## src/rtl/seg7_scan_if.sv

```systemverilog
// seg7_scan_if: BCD/control inputs and scanned display outputs of the
// four-digit seven-segment driver.
interface seg7_scan_if;
   logic [15:0] bcd_num;
   logic        blank_lz;
   logic [3:0]  dp_in;
   logic        blink_en;
   logic [3:0]  blink_mask;
   logic [3:0]  dig;
   logic [6:0]  seg;
   logic        dp;
   modport master (
      output bcd_num, blank_lz, dp_in, blink_en, blink_mask,
      input  dig, seg, dp
   );
   modport slave (
      input  bcd_num, blank_lz, dp_in, blink_en, blink_mask,
      output dig, seg, dp
   );
endinterface

```

## src/rtl/seg7_scan_driver.sv

```systemverilog
// seg7_scan_driver: multiplexed 4-digit seven-segment scanner with dead-time
// blanking, two-sample input capture, leading-zero blanking and digit blink.
module seg7_scan_driver #(
   parameter int SCAN_DIV       = 12000,
   parameter int DEAD_CYC       = 16,
   parameter int BLINK_TICKS    = 250,
   parameter bit DIG_ACTIVE_LOW = 1'b1,
   parameter bit SEG_ACTIVE_LOW = 1'b1
) (
   input logic        clk,
   input logic        rstn,
   seg7_scan_if.slave bus
);
   localparam int PW = (SCAN_DIV > 1) ? $clog2(SCAN_DIV) : 1;
   localparam int DW = (DEAD_CYC > 1) ? $clog2(DEAD_CYC) : 1;
   localparam int BW = (BLINK_TICKS > 1) ? $clog2(BLINK_TICKS) : 1;
   localparam logic [PW-1:0] PRE_MAX   = PW'(SCAN_DIV - 1);
   localparam logic [DW-1:0] DEAD_MAX  = DW'(DEAD_CYC - 1);
   localparam logic [BW-1:0] BLINK_MAX = BW'(BLINK_TICKS - 1);
   localparam logic [3:0]    DIG_OFF   = {4{DIG_ACTIVE_LOW}};
   localparam logic [6:0]    SEG_OFF   = {7{SEG_ACTIVE_LOW}};
   localparam logic          DP_OFF    = SEG_ACTIVE_LOW;

   typedef enum logic {BLANK, ON} state_t;

   state_t        state_q, state_d;
   logic [PW-1:0] pre_q, pre_d;
   logic [DW-1:0] dead_q, dead_d;
   logic [1:0]    idx_q, idx_d;
   logic [BW-1:0] bcnt_q, bcnt_d;
   logic          phase_q, phase_d;
   logic [15:0]   s1_q, disp_q;
   logic [3:0]    dig_q, dig_d;
   logic [6:0]    seg_q, seg_d;
   logic          dp_q, dp_d;
   logic          tick, dead_done, lit, vis, lz;
   logic [3:0]    sel, nib, lead;
   logic [6:0]    seg_raw;
   logic          dp_raw;

   function automatic logic [6:0] decode(input logic [3:0] n);
      case (n)
         4'd0:    decode = 7'b0111111;
         4'd1:    decode = 7'b0000110;
         4'd2:    decode = 7'b1011011;
         4'd3:    decode = 7'b1001111;
         4'd4:    decode = 7'b1100110;
         4'd5:    decode = 7'b1101101;
         4'd6:    decode = 7'b1111101;
         4'd7:    decode = 7'b0000111;
         4'd8:    decode = 7'b1111111;
         4'd9:    decode = 7'b1101111;
         default: decode = 7'b0000000;
      endcase
   endfunction

   // The counters feeding bcd_num ripple, so only a value seen on two
   // consecutive cycles is trusted.
   always_ff @(posedge clk or negedge rstn) begin
      if (!rstn) begin
         s1_q   <= '0;
         disp_q <= '0;
      end else begin
         s1_q <= bus.bcd_num;
         if (s1_q == bus.bcd_num) disp_q <= s1_q;
      end
   end

   assign tick      = pre_q == PRE_MAX;
   assign dead_done = dead_q == DEAD_MAX;

   always_comb begin
      pre_d   = tick ? '0 : pre_q + 1'b1;
      state_d = state_q;
      dead_d  = dead_q;
      idx_d   = idx_q;
      if (state_q == BLANK) begin
         state_d = dead_done ? ON : BLANK;
         dead_d  = dead_done ? '0 : dead_q + 1'b1;
      end else if (tick) begin
         state_d = BLANK;
         idx_d   = idx_q + 2'd1;
      end
      bcnt_d  = !bus.blink_en ? '0 : !tick ? bcnt_q : (bcnt_q == BLINK_MAX) ? '0 : bcnt_q + 1'b1;
      phase_d = bus.blink_en && (phase_q ^ (tick && bcnt_q == BLINK_MAX));
   end

   always_ff @(posedge clk or negedge rstn) begin
      if (!rstn) begin
         state_q <= BLANK;
         pre_q   <= '0;
         dead_q  <= '0;
         idx_q   <= '0;
         bcnt_q  <= '0;
         phase_q <= 1'b0;
      end else begin
         state_q <= state_d;
         pre_q   <= pre_d;
         dead_q  <= dead_d;
         idx_q   <= idx_d;
         bcnt_q  <= bcnt_d;
         phase_q <= phase_d;
      end
   end

   // idx 0 is DIG1 (top nibble, bit 3 of the digit/dp/mask vectors).
   assign sel     = 4'b1000 >> idx_q;
   assign nib     = disp_q[{~idx_q, 2'b00} +: 4];
   assign lead[0] = disp_q[15:12] == 4'd0;
   assign lead[1] = lead[0] && disp_q[11:8] == 4'd0;
   assign lead[2] = lead[1] && disp_q[7:4] == 4'd0;
   assign lead[3] = 1'b0;

   always_comb begin
      lit     = state_q == ON;
      vis     = !(phase_q && |(bus.blink_mask & sel));
      lz      = bus.blank_lz && lead[idx_q];
      seg_raw = (lz || !vis) ? 7'd0 : decode(nib);
      dp_raw  = vis && |(bus.dp_in & sel);
      dig_d   = lit ? sel ^ DIG_OFF : DIG_OFF;
      seg_d   = lit ? seg_raw ^ SEG_OFF : SEG_OFF;
      dp_d    = lit ? dp_raw ^ DP_OFF : DP_OFF;
   end

   always_ff @(posedge clk or negedge rstn) begin
      if (!rstn) begin
         dig_q <= DIG_OFF;
         seg_q <= SEG_OFF;
         dp_q  <= DP_OFF;
      end else begin
         dig_q <= dig_d;
         seg_q <= seg_d;
         dp_q  <= dp_d;
      end
   end

   assign bus.dig = dig_q;
   assign bus.seg = seg_q;
   assign bus.dp  = dp_q;
endmodule

```

## src/flat_wrapper.sv

```systemverilog
// flat-port wrapper written by rule: the top's interface ports become plain ports
module seg7_scan_driver_flat 
#(
   parameter int SCAN_DIV       = 12000,
   parameter int DEAD_CYC       = 16,
   parameter int BLINK_TICKS    = 250,
   parameter bit DIG_ACTIVE_LOW = 1'b1,
   parameter bit SEG_ACTIVE_LOW = 1'b1
)
  (clk, rstn, bus_bcd_num, bus_blank_lz, bus_dp_in, bus_blink_en, bus_blink_mask, bus_dig, bus_seg, bus_dp);
  seg7_scan_if bus_i ();
  input logic clk;
  input logic rstn;
  input wire logic [$bits(bus_i.bcd_num)-1:0] bus_bcd_num;
  input wire logic [$bits(bus_i.blank_lz)-1:0] bus_blank_lz;
  input wire logic [$bits(bus_i.dp_in)-1:0] bus_dp_in;
  input wire logic [$bits(bus_i.blink_en)-1:0] bus_blink_en;
  input wire logic [$bits(bus_i.blink_mask)-1:0] bus_blink_mask;
  output wire logic [$bits(bus_i.dig)-1:0] bus_dig;
  output wire logic [$bits(bus_i.seg)-1:0] bus_seg;
  output wire logic [$bits(bus_i.dp)-1:0] bus_dp;
  assign bus_i.bcd_num = bus_bcd_num;
  assign bus_i.blank_lz = bus_blank_lz;
  assign bus_i.dp_in = bus_dp_in;
  assign bus_i.blink_en = bus_blink_en;
  assign bus_i.blink_mask = bus_blink_mask;
  assign bus_dig = bus_i.dig;
  assign bus_seg = bus_i.seg;
  assign bus_dp = bus_i.dp;
  seg7_scan_driver #(.SCAN_DIV(SCAN_DIV), .DEAD_CYC(DEAD_CYC), .BLINK_TICKS(BLINK_TICKS), .DIG_ACTIVE_LOW(DIG_ACTIVE_LOW), .SEG_ACTIVE_LOW(SEG_ACTIVE_LOW)) u_core (.clk(clk), .rstn(rstn), .bus(bus_i));
endmodule
```

## config.mk

```make
export PLATFORM = sky130hd
export DESIGN_NAME = seg7_scan_driver_flat
export DESIGN_NICKNAME = d
export VERILOG_FILES = /design/src/rtl/seg7_scan_if.sv /design/src/rtl/seg7_scan_driver.sv /design/src/flat_wrapper.sv
export SDC_FILE = /design/constraint.sdc
export NUM_CORES = 1
export LEC_CHECK = 0
export CELL_PAD_IN_SITES_DETAIL_PLACEMENT = 2
export CELL_PAD_IN_SITES_GLOBAL_PLACEMENT = 2
export CORE_MARGIN = 2
export CORE_UTILIZATION = 42
export CTS_BUF_LIST = sky130_fd_sc_hd__clkbuf_4
export DETAILED_ROUTE_END_ITERATION = 7
export HOLD_SLACK_MARGIN = 0.12
export PLACE_DENSITY = 0.94
export SETUP_SLACK_MARGIN = 0.02
export SYNTH_ARGS = -nofsm -noshare
export SYNTH_HDL_FRONTEND = slang
export SYNTH_SLANG_ARGS = --single-unit
```

## constraint.sdc

```tcl
create_clock -name clk -period 6 [get_ports clk]
set_input_delay 1.2 -clock clk [delete_from_list [all_inputs] [get_ports clk]]
set_output_delay 1.2 -clock clk [all_outputs]
set_load 0.01 [all_outputs]
```

==> flow_summary.toml <==
[pwr]
p_leak_nw = 1.80
p_total_uw = 920
ir_drop_uv = 248
power_density_nw_per_um2 = 227

[place]
port_buffers = 39
dpl.hpwl_mm = 6.56
placed_cells = 423
dp_worst_setup_slack_ns = 2.22
gp_congestion = 0.751

[die]
num_io_pins = 40
start_util = 0.437
die_h_um = 93.9
core-area_um2 = 7770
die_w_um = 93.9
row_count = 32
dieArea_um2 = 8810

[timing]
setup_ws_ns = 2.67
hold_viol = 0
maxSlewHeadroom = 0.377
finalMaxSlewViolations = 0
setup_tns_ns = 0
rsz0062_at_grt = "false"
setup_viol = 0
fin_crit_sh = 0.556
fmax_mhz = 300
worst_pin_slew_ns = 0.934
final.setup_skew_ns = 0.0186
fin_crit_ns = 3.33

[clock_network]
clk_pin_slew_ns = 0.12
clock_latency_ns = 0.43
clock_sinks = 74
cts_max_level = 3
holdBufCountCts = 0
cts_buffer_depth = 2
cts_root_buf = "clkbuf_4"
cts_setup_buffers = 0
cts.repair.resized = 0
cts_buffers = 9
cts_tree = "done"

[logic_synthesis]
synth-edff-count = 0
synth_top_family_by_area = "simple AND/OR/NAND/NOR gates"
synthArstFlopShare = 1.00
syn_area_um2 = 3390
synth-seq-area-share = 0.550
synth_cell_types = 42
muxShareOfSynthArea = 0.0926
synthAdderAreaFrac = 0.0479
ys_warn_count = 0
ys.flop_type = "dfrtp_1"
synth-seq-cells = 74
synthCells = 287
synth_compound_area_frac = 0.0889
syn_avg_cell_area_um2 = 11.8
yosys.area_share.xor_xnor = 0.0697
yosys.area_share.simple = 0.129
synth_nets = 328

[drt]
vias = 2455
ant_nets = 0
viasPerCell = 5.59
drc_errors = 0
wire_per_inst_um = 21.5
drtIter0Drc = 76
drt_wl_total_mm = 9.44
dr.pass1.iters = 4

[layout]
nFillCells = 770
n_antenna_cell = 0
drive_gt1_frac = 0.169
area_growth_pct = 19.4
stdcell_count = 439
nNetsFinal = 373

[critical_path]
start_kind = "input pin"
cp.arrival_ns = 3.64
reg2reg_to = "u_core.disp_q[12]$_DFFE_PN0N_"
path_cells = "clkdlybuf4s50_1 > xor2_1 > nor4_1 > nand4_1 > mux2_2"
max_stage_delay_ns = 0.76
cp_slowest_cell = "nand4_1"
reg2reg_slack_ns = 3.54
worst-path-buf-inv = 1
critPathCaptureType = "register"
cp_top_family = "simple AND/OR/NAND/NOR gates"
required_ns = 6.30
crit_start = "bus_bcd_num[4]"
timing.rr.start = "u_core.s1_q[4]$_DFF_PN0_"
path_max_fanout = 16
r2r_cells = 4
worstSetupPathType = "input pin to register"

[hold_path]
holdPathEnd = "u_core.dead_q[3]$_DFFE_PN0N_"
hold_start = "u_core.dead_q[3]$_DFFE_PN0N_"
hold_depth = 1
hold_class = "register to register"

[global_routing]
grt_pass1_vias = 2819
grt.overflow.total = 0
grt_pass1_wl_mm = 15.4
groute.usage.overall = 0.236
grt_max_degree = 75
antenna_found_initial = 0

[flow_run]
cap_violations = 0

[outcome]
status = "finished, final reports clean"
==> flip-flops by register name, indices dropped and copies added (netlist names), 2 cells and up <==
name / count
u_core.bcnt_q: 8
u_core.bus.dig: 4
u_core.bus.seg: 7
u_core.dead_q: 4
u_core.disp_q: 16
u_core.idx_q: 2
u_core.pre_q: 14
u_core.s1_q: 16
==> placed cells by master, fill, tap and decap left out, drive strengths merged, types with 4 or more instances in the layout <==
cell type       n
xnor2           8
xor2           19
clkbuf         10
mux2           19
nor2           12
a22oi           4
a21oi          11
dfstp          12
nand4           5
dfrtp          62
clkdlybuf4s50  38
o21ai          11
nand2          21
or3             6
ha             13
nand3          15
nor3            7
nor4           11
mux4            4
inv            11
==> routing by layer <==
metal | vias up | global-route usage | wire length, um
met2 | 58 | 0.414 | 5040
met5 | - | 0 | 0
li1 | 1118 | - | -
met4 | 0 | 0.0809 | 221
met3 | 16 | 0.0610 | 298
met1 | 1263 | 0.281 | 3880
==> power breakdown <==
group	internal (mW)	leakage, nW	switching [mW]
combinational	0.0263	0.779	0.0265
clock	0.171	0.0838	0.181
sequential	0.509	0.936	0.00648
==> logic make-up (layout without fill, tap and decap cells) <==
logic type | Yosys count | after routing
XOR/XNOR | 27 | 27
adder cells (fa/ha/maj) | 13 | 13
AO/OA/AOI/OAI | 45 | 45
buffers and inverters | 18 | 68
flip-flops | 74 | 74
AND/OR/NAND/NOR | 86 | 86
multiplexers | 24 | 24
==> cell type report <==
type | count | area (um2) | share of cell area
inverter | 11 | 41.3 | 0.0102
clock buffer | 10 | 75.1 | 0.0185
sequential | 74 | 1870 | 0.461
timing repair buffer | 41 | 400 | 0.0988
tap | 102 | 128 | 0.0315
clock inverter | 6 | 81.3 | 0.0201
multi-input combinational | 195 | 1460 | 0.360
==> how the worst max path moves through the flow <==
| stage | endpoint | slack (ns) | depth (start not counted) |
|---|---|---|---|
| 2_1_floorplan | u_core.disp_q[10]$_DFFE_PN0N_ | 3.41 | 5 |
| 3_3_place_gp | u_core.disp_q[8]$_DFFE_PN0N_ | 2.30 | 5 |
| 3_5_place_dp | u_core.disp_q[15]$_DFFE_PN0N_ | 2.22 | 5 |
| 4_1_cts | u_core.disp_q[12]$_DFFE_PN0N_ | 2.70 | 5 |
| 5_1_grt | u_core.disp_q[12]$_DFFE_PN0N_ | 2.64 | 5 |
| 6_report | u_core.disp_q[12]$_DFFE_PN0N_ | 2.67 | 5 |
==> per-stage QoR <==
stage          instance area, um2   util  hold slack [ns]
6_report                     4050  0.522            0.505
5_1_grt                      4050  0.522            0.517
4_1_cts                      4050  0.522            0.505
3_5_place_dp                 3890  0.501            0.481
3_3_place_gp                 3890  0.501            0.463
2_1_floorplan                3390      -            0.445
==> Yosys cell counts (2+ instances only) <==
cell,instances,area (um2)
buf_2,5,25.0
xnor2_1,8,70.1
o211a_1,3,30.0
a22oi_1,4,30.0
nand2_1,21,78.8
or3_1,6,37.5
a22o_1,2,17.5
mux4_2,4,90.1
o31ai_1,2,15.0
nor4_1,11,68.8
dfstp_2,12,315
nor3_1,7,35.0
o21a_1,2,15.0
a21oi_1,11,55.1
nand3_1,15,75.1
inv_1,11,41.3
a21o_1,2,15.0
clkbuf_1,2,7.51
nor2b_1,2,12.5
dfrtp_1,62,1550
nor2_1,12,45.0
xor2_1,19,166
o21ai_0,11,55.1
mux2_2,19,214
ha_1,13,163
nand4_1,5,31.3
Note: power is estimated with default switching activity, not from simulation.
